**src/rtl/word_mux_arb.sv**
```systemverilog
// word_mux_arb: 8:1 round-robin word multiplexer with one registered output.
// Optional out_src tag port when WORD_MUX_ARB_SRC_TAG_EN is defined.
module word_mux_arb #(
  parameter int WORD_WIDTH = 16,
  parameter int NUM_IN     = 8
) (
  input  logic                         clk,
  input  logic                         nrst,
  input  logic [NUM_IN-1:0]            in_valid,
  input  logic [NUM_IN*WORD_WIDTH-1:0] in_data,
  output logic [NUM_IN-1:0]            in_ready,
  output logic                         out_valid,
  output logic [WORD_WIDTH-1:0]        out_data,
`ifdef WORD_MUX_ARB_SRC_TAG_EN
  output logic [2:0]                   out_src,
`endif
  input  logic                         out_ready
);

  typedef enum logic {
    S_EMPTY = 1'b0,
    S_FULL  = 1'b1
  } state_e;

  state_e                state_q, state_d;
  logic [WORD_WIDTH-1:0] data_q, data_d;
  logic [2:0]            last_q, last_d;
`ifdef WORD_MUX_ARB_SRC_TAG_EN
  logic [2:0]            src_q, src_d;
`endif

  logic                  can_load;
  logic                  found;
  logic [2:0]            grant;
  logic [2:0]            idx;
  logic                  accept;
  logic [WORD_WIDTH-1:0] word_g;

  // The holding register can take a word when empty or being drained now.
  assign can_load = (state_q == S_EMPTY) | out_ready;

  // Round-robin search starting one past the last granted channel.
  always_comb begin
    found = 1'b0;
    grant = 3'd0;
    idx   = 3'd0;
    for (int k = 1; k <= NUM_IN; k++) begin
      idx = last_q + k[2:0];
      if (!found && in_valid[idx]) begin
        found = 1'b1;
        grant = idx;
      end
    end
  end

  // Select the granted channel's word.
  always_comb begin
    word_g = '0;
    for (int i = 0; i < NUM_IN; i++) begin
      if (grant == i[2:0]) begin
        word_g = in_data[i*WORD_WIDTH +: WORD_WIDTH];
      end
    end
  end

  // No grant is offered while reset is held.
  assign accept = found & can_load & nrst;

  // One-hot grant toward the winning producer.
  always_comb begin
    in_ready = '0;
    if (accept) begin
      in_ready[grant] = 1'b1;
    end
  end

  // Next-state and register-load logic for the holding register.
  always_comb begin
    state_d = state_q;
    data_d  = data_q;
    last_d  = last_q;
`ifdef WORD_MUX_ARB_SRC_TAG_EN
    src_d   = src_q;
`endif
    unique case (state_q)
      S_EMPTY: begin
        if (accept) begin
          state_d = S_FULL;
        end
      end
      S_FULL: begin
        if (out_ready && !accept) begin
          state_d = S_EMPTY;
        end
      end
      default: state_d = S_EMPTY;
    endcase
    if (accept) begin
      data_d = word_g;
      last_d = grant;
`ifdef WORD_MUX_ARB_SRC_TAG_EN
      src_d  = grant;
`endif
    end
  end

  // State and data registers; pointer resets to 7 so channel 0 wins first.
  always_ff @(posedge clk or negedge nrst) begin
    if (!nrst) begin
      state_q <= S_EMPTY;
      data_q  <= '0;
      last_q  <= 3'd7;
`ifdef WORD_MUX_ARB_SRC_TAG_EN
      src_q   <= 3'd0;
`endif
    end else begin
      state_q <= state_d;
      data_q  <= data_d;
      last_q  <= last_d;
`ifdef WORD_MUX_ARB_SRC_TAG_EN
      src_q   <= src_d;
`endif
    end
  end

  assign out_valid = (state_q == S_FULL);
  assign out_data  = data_q;
`ifdef WORD_MUX_ARB_SRC_TAG_EN
  assign out_src   = src_q;
`endif

endmodule
```
**config.mk**
```make
export PLATFORM = sky130hd
export DESIGN_NAME = word_mux_arb
export DESIGN_NICKNAME = d
export VERILOG_FILES = /design/src/rtl/word_mux_arb.sv
export SDC_FILE = /design/constraint.sdc
export NUM_CORES = 1
export LEC_CHECK = 0
export BUFFER_PORTS_ARGS = -buffer_cell sky130_fd_sc_hd__buf_2
export CAP_MARGIN = 20
export CORE_AREA = 2 2 61 105
export CTS_BUF_LIST = sky130_fd_sc_hd__clkbuf_2
export CTS_CLUSTER_SIZE = 28
export DETAILED_ROUTE_END_ITERATION = 8
export DIE_AREA = 0 0 63 107
export GPL_TIMING_DRIVEN = 0
export PLACE_DENSITY = 0.87
export SLEW_MARGIN = 20
export SYNTH_ARGS = -nofsm -noshare
export SYNTH_HDL_FRONTEND = slang
export SYNTH_SLANG_ARGS = --single-unit
```
**constraint.sdc**
```tcl
create_clock -name clk -period 10.91 [get_ports clk]
set_clock_uncertainty 0.05 [all_clocks]
set_input_delay 1.091 -clock clk [delete_from_list [all_inputs] [get_ports clk]]
set_output_delay 1.091 -clock clk [all_outputs]
set_load 0.1 [all_outputs]
```
## Word level (Yosys, flattened, before mapping)

Cells that the tools add are included.

| word-level totals | value |
|---|---|
| output and inout bits | 25 |
| register bits after elaboration | 20 |
| input bits | 139 |
| logic and storage cells | 95 |

| cells by class | value |
|---|---|
| eq/ne operators | 7 |
| reduce and logical (&&, ||, !) cells | 18 |
| magnitude comparators | 10 |
| add/subtract/negate cells | 7 |
| bitwise operators | 4 |
| mux-type cells | 46 |

Operators by type and width:

| operator | number |
|---|---|
| $mux W16 | 8 |
| $lt A3 B4 Y1 const B | 9 |
| $bmux W1 S3 | 8 |
| $mux W3 | 8 |
| $mux W1 | 19 |
| $add A3 B3 Y3 const B | 4 |
| $eq A3 B3 Y1 const B | 4 |
| $logic_and A1 B1 Y1 | 9 |
| $logic_not A1 Y1 | 8 |
| $mux W8 | 1 |
| $add A3 B2 Y3 const B | 2 |
| $eq A3 B2 Y1 const B | 2 |
| $add A3 B1 Y3 const B | 1 |
| $demux W1 S3 | 1 |
| $eq A3 B1 Y1 const B | 1 |
| $ge A3 B1 Y1 const B | 1 |
| $logic_not A3 Y1 | 1 |
| $and A1 B1 Y1 | 2 |
| $pmux W1 S2 | 1 |
| $not A1 Y1 | 1 |
| $or A1 B1 Y1 | 1 |

## Logic depth before layout (Yosys ltp)

| logic depth | value |
|---|---|
| word-level depth | 34 |
| gate-level depth with buffers | 16 |
| mapped depth without buffers | 13 |

## Least setup slack after synthesis

No wires, ideal clock.

| path | value |
|---|---|
| path kind | register to output |
| from | register last_q[0] |
| to | output in_ready[1] |
| arrival | 4.722 ns |
| slack | 5.047 ns |
| cell stages (with the launch flop) | 15 |
| data required time | 9.769 ns |
| buffers on the path | 4 |
| cell sequence | dfstp_2 -> buf_6 -> clkinv_1 -> ha_1 -> clkbuf_1 -> mux4_2 -> mux2_4 -> nand4b_4 -> nor2_4 -> nand4_1 -> a22o_1 -> buf_6 -> or3_1 -> buf_6 -> nor2_1 |

| on the way | value |
|---|---|
| cells in the longest elaborated chain, start to end | 30 |
| elaborated cells on any way between the ends | 61 |
| classes of those cells | 7 x add/sub; 2 x order compare; 35 x mux; 2 x bitwise; 15 x reduce/logical |

RTL lines:

| what | RTL line | text |
|---|---|---|
| start, declared | 27 | `logic [2:0] last_q, last_d;` |
| start signal, assigned | 119 | `last_q <= last_d;` |
| $add A3 B1 Y3 | 48 | `idx = last_q + k[2:0];` |
| $bmux W1 S3 | 49 | `if (!found && in_valid[idx]) begin` |
| $mux W1 (not written as such) | 49 |  |
| $mux W1 | 49 |  |
| $logic_not A1 Y1 | 49 |  |
| $logic_and A1 B1 Y1 | 49 |  |
| $mux W1 | 49 |  |
| $logic_not A1 Y1 | 49 |  |
| (+14 left out) | - |  |
| $logic_not A1 Y1 | 49 |  |
| $logic_and A1 B1 Y1 | 49 |  |
| $mux W3 | 49 |  |
| $lt A3 B4 Y1 (not written as such) or $ge A3 B1 Y1 (tied branches) | 73 | `in_ready[grant] = 1'b1;` |
| $logic_and A1 B1 Y1 (not written as such) | 73 |  |
| $mux W1 (not written as such) | 73 |  |
| $demux W1 S3 | 73 |  |
| $mux W8 * | 72 | `if (accept) begin` |
| end, declared | 11 | `output logic [NUM_IN-1:0] in_ready,` |

Every way passes the cells marked *; elsewhere a longest branch is shown, timed or not. The select of a mux whose other input is x is not followed.

## Worst setup path after layout

| path | value |
|---|---|
| from | register last_q[0] |
| to | output in_ready[5] |

Same word-level chain as after synthesis.

==> impl_results.md <==
- TritonRoute pass-1 iters: 7
- Worst skew pair latency: 0.35 ns
- Status: finished clean
- Fmax: 160 MHz
- Final RePlAce weighted congestion: 0.973
- Clock sinks: 20
- DP HPWL: 8730 um
- Initial antenna violation count: 0
- Avg WL per Cell: 18.6 um
- Mapped cell area: 0.00285 mm2
- Yosys warning total: 0
- Reg2Reg Setup Slack: 6.21 ns
- Gate Count Post-Synth: 333
- Synth unique cells: 63
- CP peak stage delay: 0.58 ns
- Filler Cell Count: 524
- All-Layer GR Usage: 31.0%
- Cts bufs inserted: 3
- Clk root buf: clkbuf_2
- # rows: 37
- Worst r2r src: last_q[0]
- DRT iter0 DRCs: 296
- Die Ht: 107 um
- WHS Path Cells: 2
- I/O Pins: 164
- Minimum clock period: 6.24 ns
- Share of layout cells above drive strength 1: 46.0%
- Number of synthesized flops with an enable pin: 0
- Total gr overflow: 0
- Diode count: 0
- Post-synth net total: 474
- Final wirelength: 10800 um
- Core Footprint: 0.00588 mm2
- Worst path slowest cell: dfstp_2
- I/O Buffers: 163
- Critical path, cell by cell: buf_6 -> clkinv_1 -> ha_1 -> clkbuf_1 -> mux4_2 -> mux2_4 -> nand4b_4 -> o22ai_1 -> a21o_1 -> clkbuf_1 -> nand2_1 -> nor2_1 -> buf_2
- Final hold slack: 0.474 ns
- First-pass GRT wire length: 16500 um
- Register area share after synthesis: 17.7%
- Avg Cell Area, Syn: 8.56 um2
- Final net count: 642
- Post-layout instance area: 0.00381 mm2
- Slew Viols, Final: 0
- Startpoint class of the critical path: flop
- Cell mode on critical path: clkbuf_1
- DR vias/cell: 6.11
- FFs w/ async S/R, synth: 100%
- Die width: 63 um
- Final setup viols: 0
- H-tree level count: 1
- CTS hold repair buffers: 0
- Worst hold path startpoint: out_data[1]
- Maximum clock insertion buffer count: 2
- R2R Path End: out_data[5]
- TritonCTS clock tree: yes
- Worst Hold Class: reg2reg
- Crit Path Max Fanout: 10
- Area occupied by multi-input gates: 0.00216 mm2
- Worst reg2reg path depth: 15
- CP required: 9.77 ns
- Largest net degree at the start of global routing: 22
- Detail Route Antenna Nets: 0
- Number of global-route vias before repair: 3425
- Sequential Area: 504 um2
- # DRC: 0
- Post-CTS Resized: 0
- Hold EP: out_data[1]
- Final hold violation count: 0
- Number of max-cap violations: 0
- Area after DPL: 0.00376 mm2
- Critical Path Sink Type: output pin
- Commonest register cell after synthesis: dfrtp_1
- Data arrival, critical path: 5.10 ns
- Worst-margin pin slew: 0.866 ns
- Post-CTS Setup Inserts: 0
- Final setup TNS: 0 ns
- Die ar.: 0.00674 mm2
- FF+latch count, synth: 20
- Reg clk slew, reported paths: 0.22 ns
- RSZ-0062 raised after global routing: false
- Tcrit/Tclk final: 57.2%
- Max_slew headroom: 42.1%
- Starting density of the core: 48.5%
- Layout area overhead: 33.6%
- Crit path kind: reg2out
- Via count: 3533
[worst max-delay path by stage]
stage | to | cells past startpoint | slack [ns] | from
2_1_floorplan | in_ready[1] | 14 | 5.05 | last_q[0]
3_3_place_gp | in_ready[5] | 14 | 5.16 | last_q[0]
3_5_place_dp | in_ready[5] | 14 | 5.17 | last_q[0]
4_1_cts | in_ready[5] | 14 | 4.74 | last_q[0]
5_1_grt | in_ready[5] | 13 | 4.43 | last_q[0]
6_report | in_ready[5] | 13 | 4.67 | last_q[0]
[metrics by stage]
| step | cells | worst slack, ns | utilization, % |
|---|---|---|---|
| 2_1_floorplan | 333 | 5.05 | - |
| 3_3_place_gp | 574 | 5.16 | 64.0 |
| 3_5_place_dp | 574 | 5.17 | 64.0 |
| 4_1_cts | 578 | 4.74 | 64.8 |
| 5_1_grt | 578 | 4.43 | 64.8 |
| 6_report | 578 | 4.67 | 64.8 |
[flip-flops by register name (all words and copies together), names as in the netlist]
signal / flops
out_data: 16
last_q: 3
out_valid: 1
[placed cells by master, fill, tap and decap left out, drive strengths merged, types with 2 or more instances in the layout]
master / Yosys / routed
buf: 20 / 183
mux2i: 33 / 33
nor2: 29 / 29
nand2: 26 / 26
o21ai: 21 / 21
a21oi: 20 / 20
dfrtp: 17 / 17
o22ai: 16 / 16
mux4: 11 / 11
clkbuf: 8 / 11
and2: 10 / 10
mux2: 10 / 10
a211oi: 9 / 9
o22a: 9 / 9
a22oi: 9 / 9
nor3: 9 / 9
nand3: 8 / 8
inv: 6 / 6
nand2b: 6 / 6
a221oi: 6 / 6
nor2b: 3 / 3
and3: 3 / 3
a31oi: 3 / 3
dfstp: 3 / 3
o31ai: 3 / 3
nand4b: 3 / 3
a211o: 2 / 2
a22o: 2 / 2
a32oi: 2 / 2
nand3b: 2 / 2
a21boi: 2 / 2
o21a: 2 / 2
nor3b: 2 / 2
o211ai: 2 / 2
ha: 2 / 2
xor2: 2 / 2
a2bb2oi: 2 / 2
[kinds of logic (layout without fill, tap and decap cells)]
group / after synthesis / count (layout) / share of synthesized area (%)
and+or+nand+nor: 106 / 106 / 19.4
muxes: 54 / 54 / 25.4
adders and majority gates: 2 / 2 / 0.878
DFF: 20 / 20 / 17.7
xor gates and xnor gates: 3 / 3 / 1.19
buffers and inverters: 35 / 202 / 6.50
AOI/OAI and AO/OA: 113 / 113 / 28.9
[critical path: cells and delay by family, from the launching register on]
| family | cells | cell delay (ns) |
|---|---|---|
| buffers and inverters | 5 | 1.75 |
| muxes | 2 | 0.81 |
| and+or+nand+nor | 3 | 0.72 |
| DFF | 1 | 0.58 |
| AOI/OAI and AO/OA | 2 | 0.49 |
| adders and majority gates | 1 | 0.39 |
[final cells by class]
class	instances	share of cell area, %
plain buffers	28	4.17
clock buffers	3	0.394
clock inverters	1	0.789
inverters	7	0.690
multi-input cells	278	56.7
flip-flops and latches	20	13.2
well taps	78	2.56
repair buffers	163	21.4
[metal layers]
layer,global-route usage [%],part of all wire [%]
met5,0,0
met4,16.7,4.8
met3,3.04,7.7
met2,57.4,53
met1,34.1,34
[Yosys cell counts (all sizes together), types with 3 or more instances]
cell type / instances / area share [%]
clkbuf: 8 / 1.1
a31oi: 3 / 0.66
nand4b: 3 / 1.4
a21oi: 20 / 3.9
nor2b: 3 / 0.66
dfstp: 3 / 2.8
o22a: 9 / 2.8
nand2: 26 / 3.4
nor2: 29 / 4.1
and3: 3 / 0.66
inv: 6 / 0.79
buf: 20 / 4.5
and2: 10 / 2.2
a221oi: 6 / 1.8
nand2b: 6 / 1.3
nand3: 8 / 1.4
a22oi: 9 / 2.4
mux4: 11 / 8.7
o31ai: 3 / 1.1
mux2i: 33 / 13
mux2: 10 / 4.1
o22ai: 16 / 4.6
dfrtp: 17 / 15
nor3: 9 / 1.8
o21ai: 21 / 3.7
a211oi: 9 / 2.4
Power is left out: the tool's default activity adds up to more than one toggle a clock period on the data nets, which glitch-free logic cannot reach.
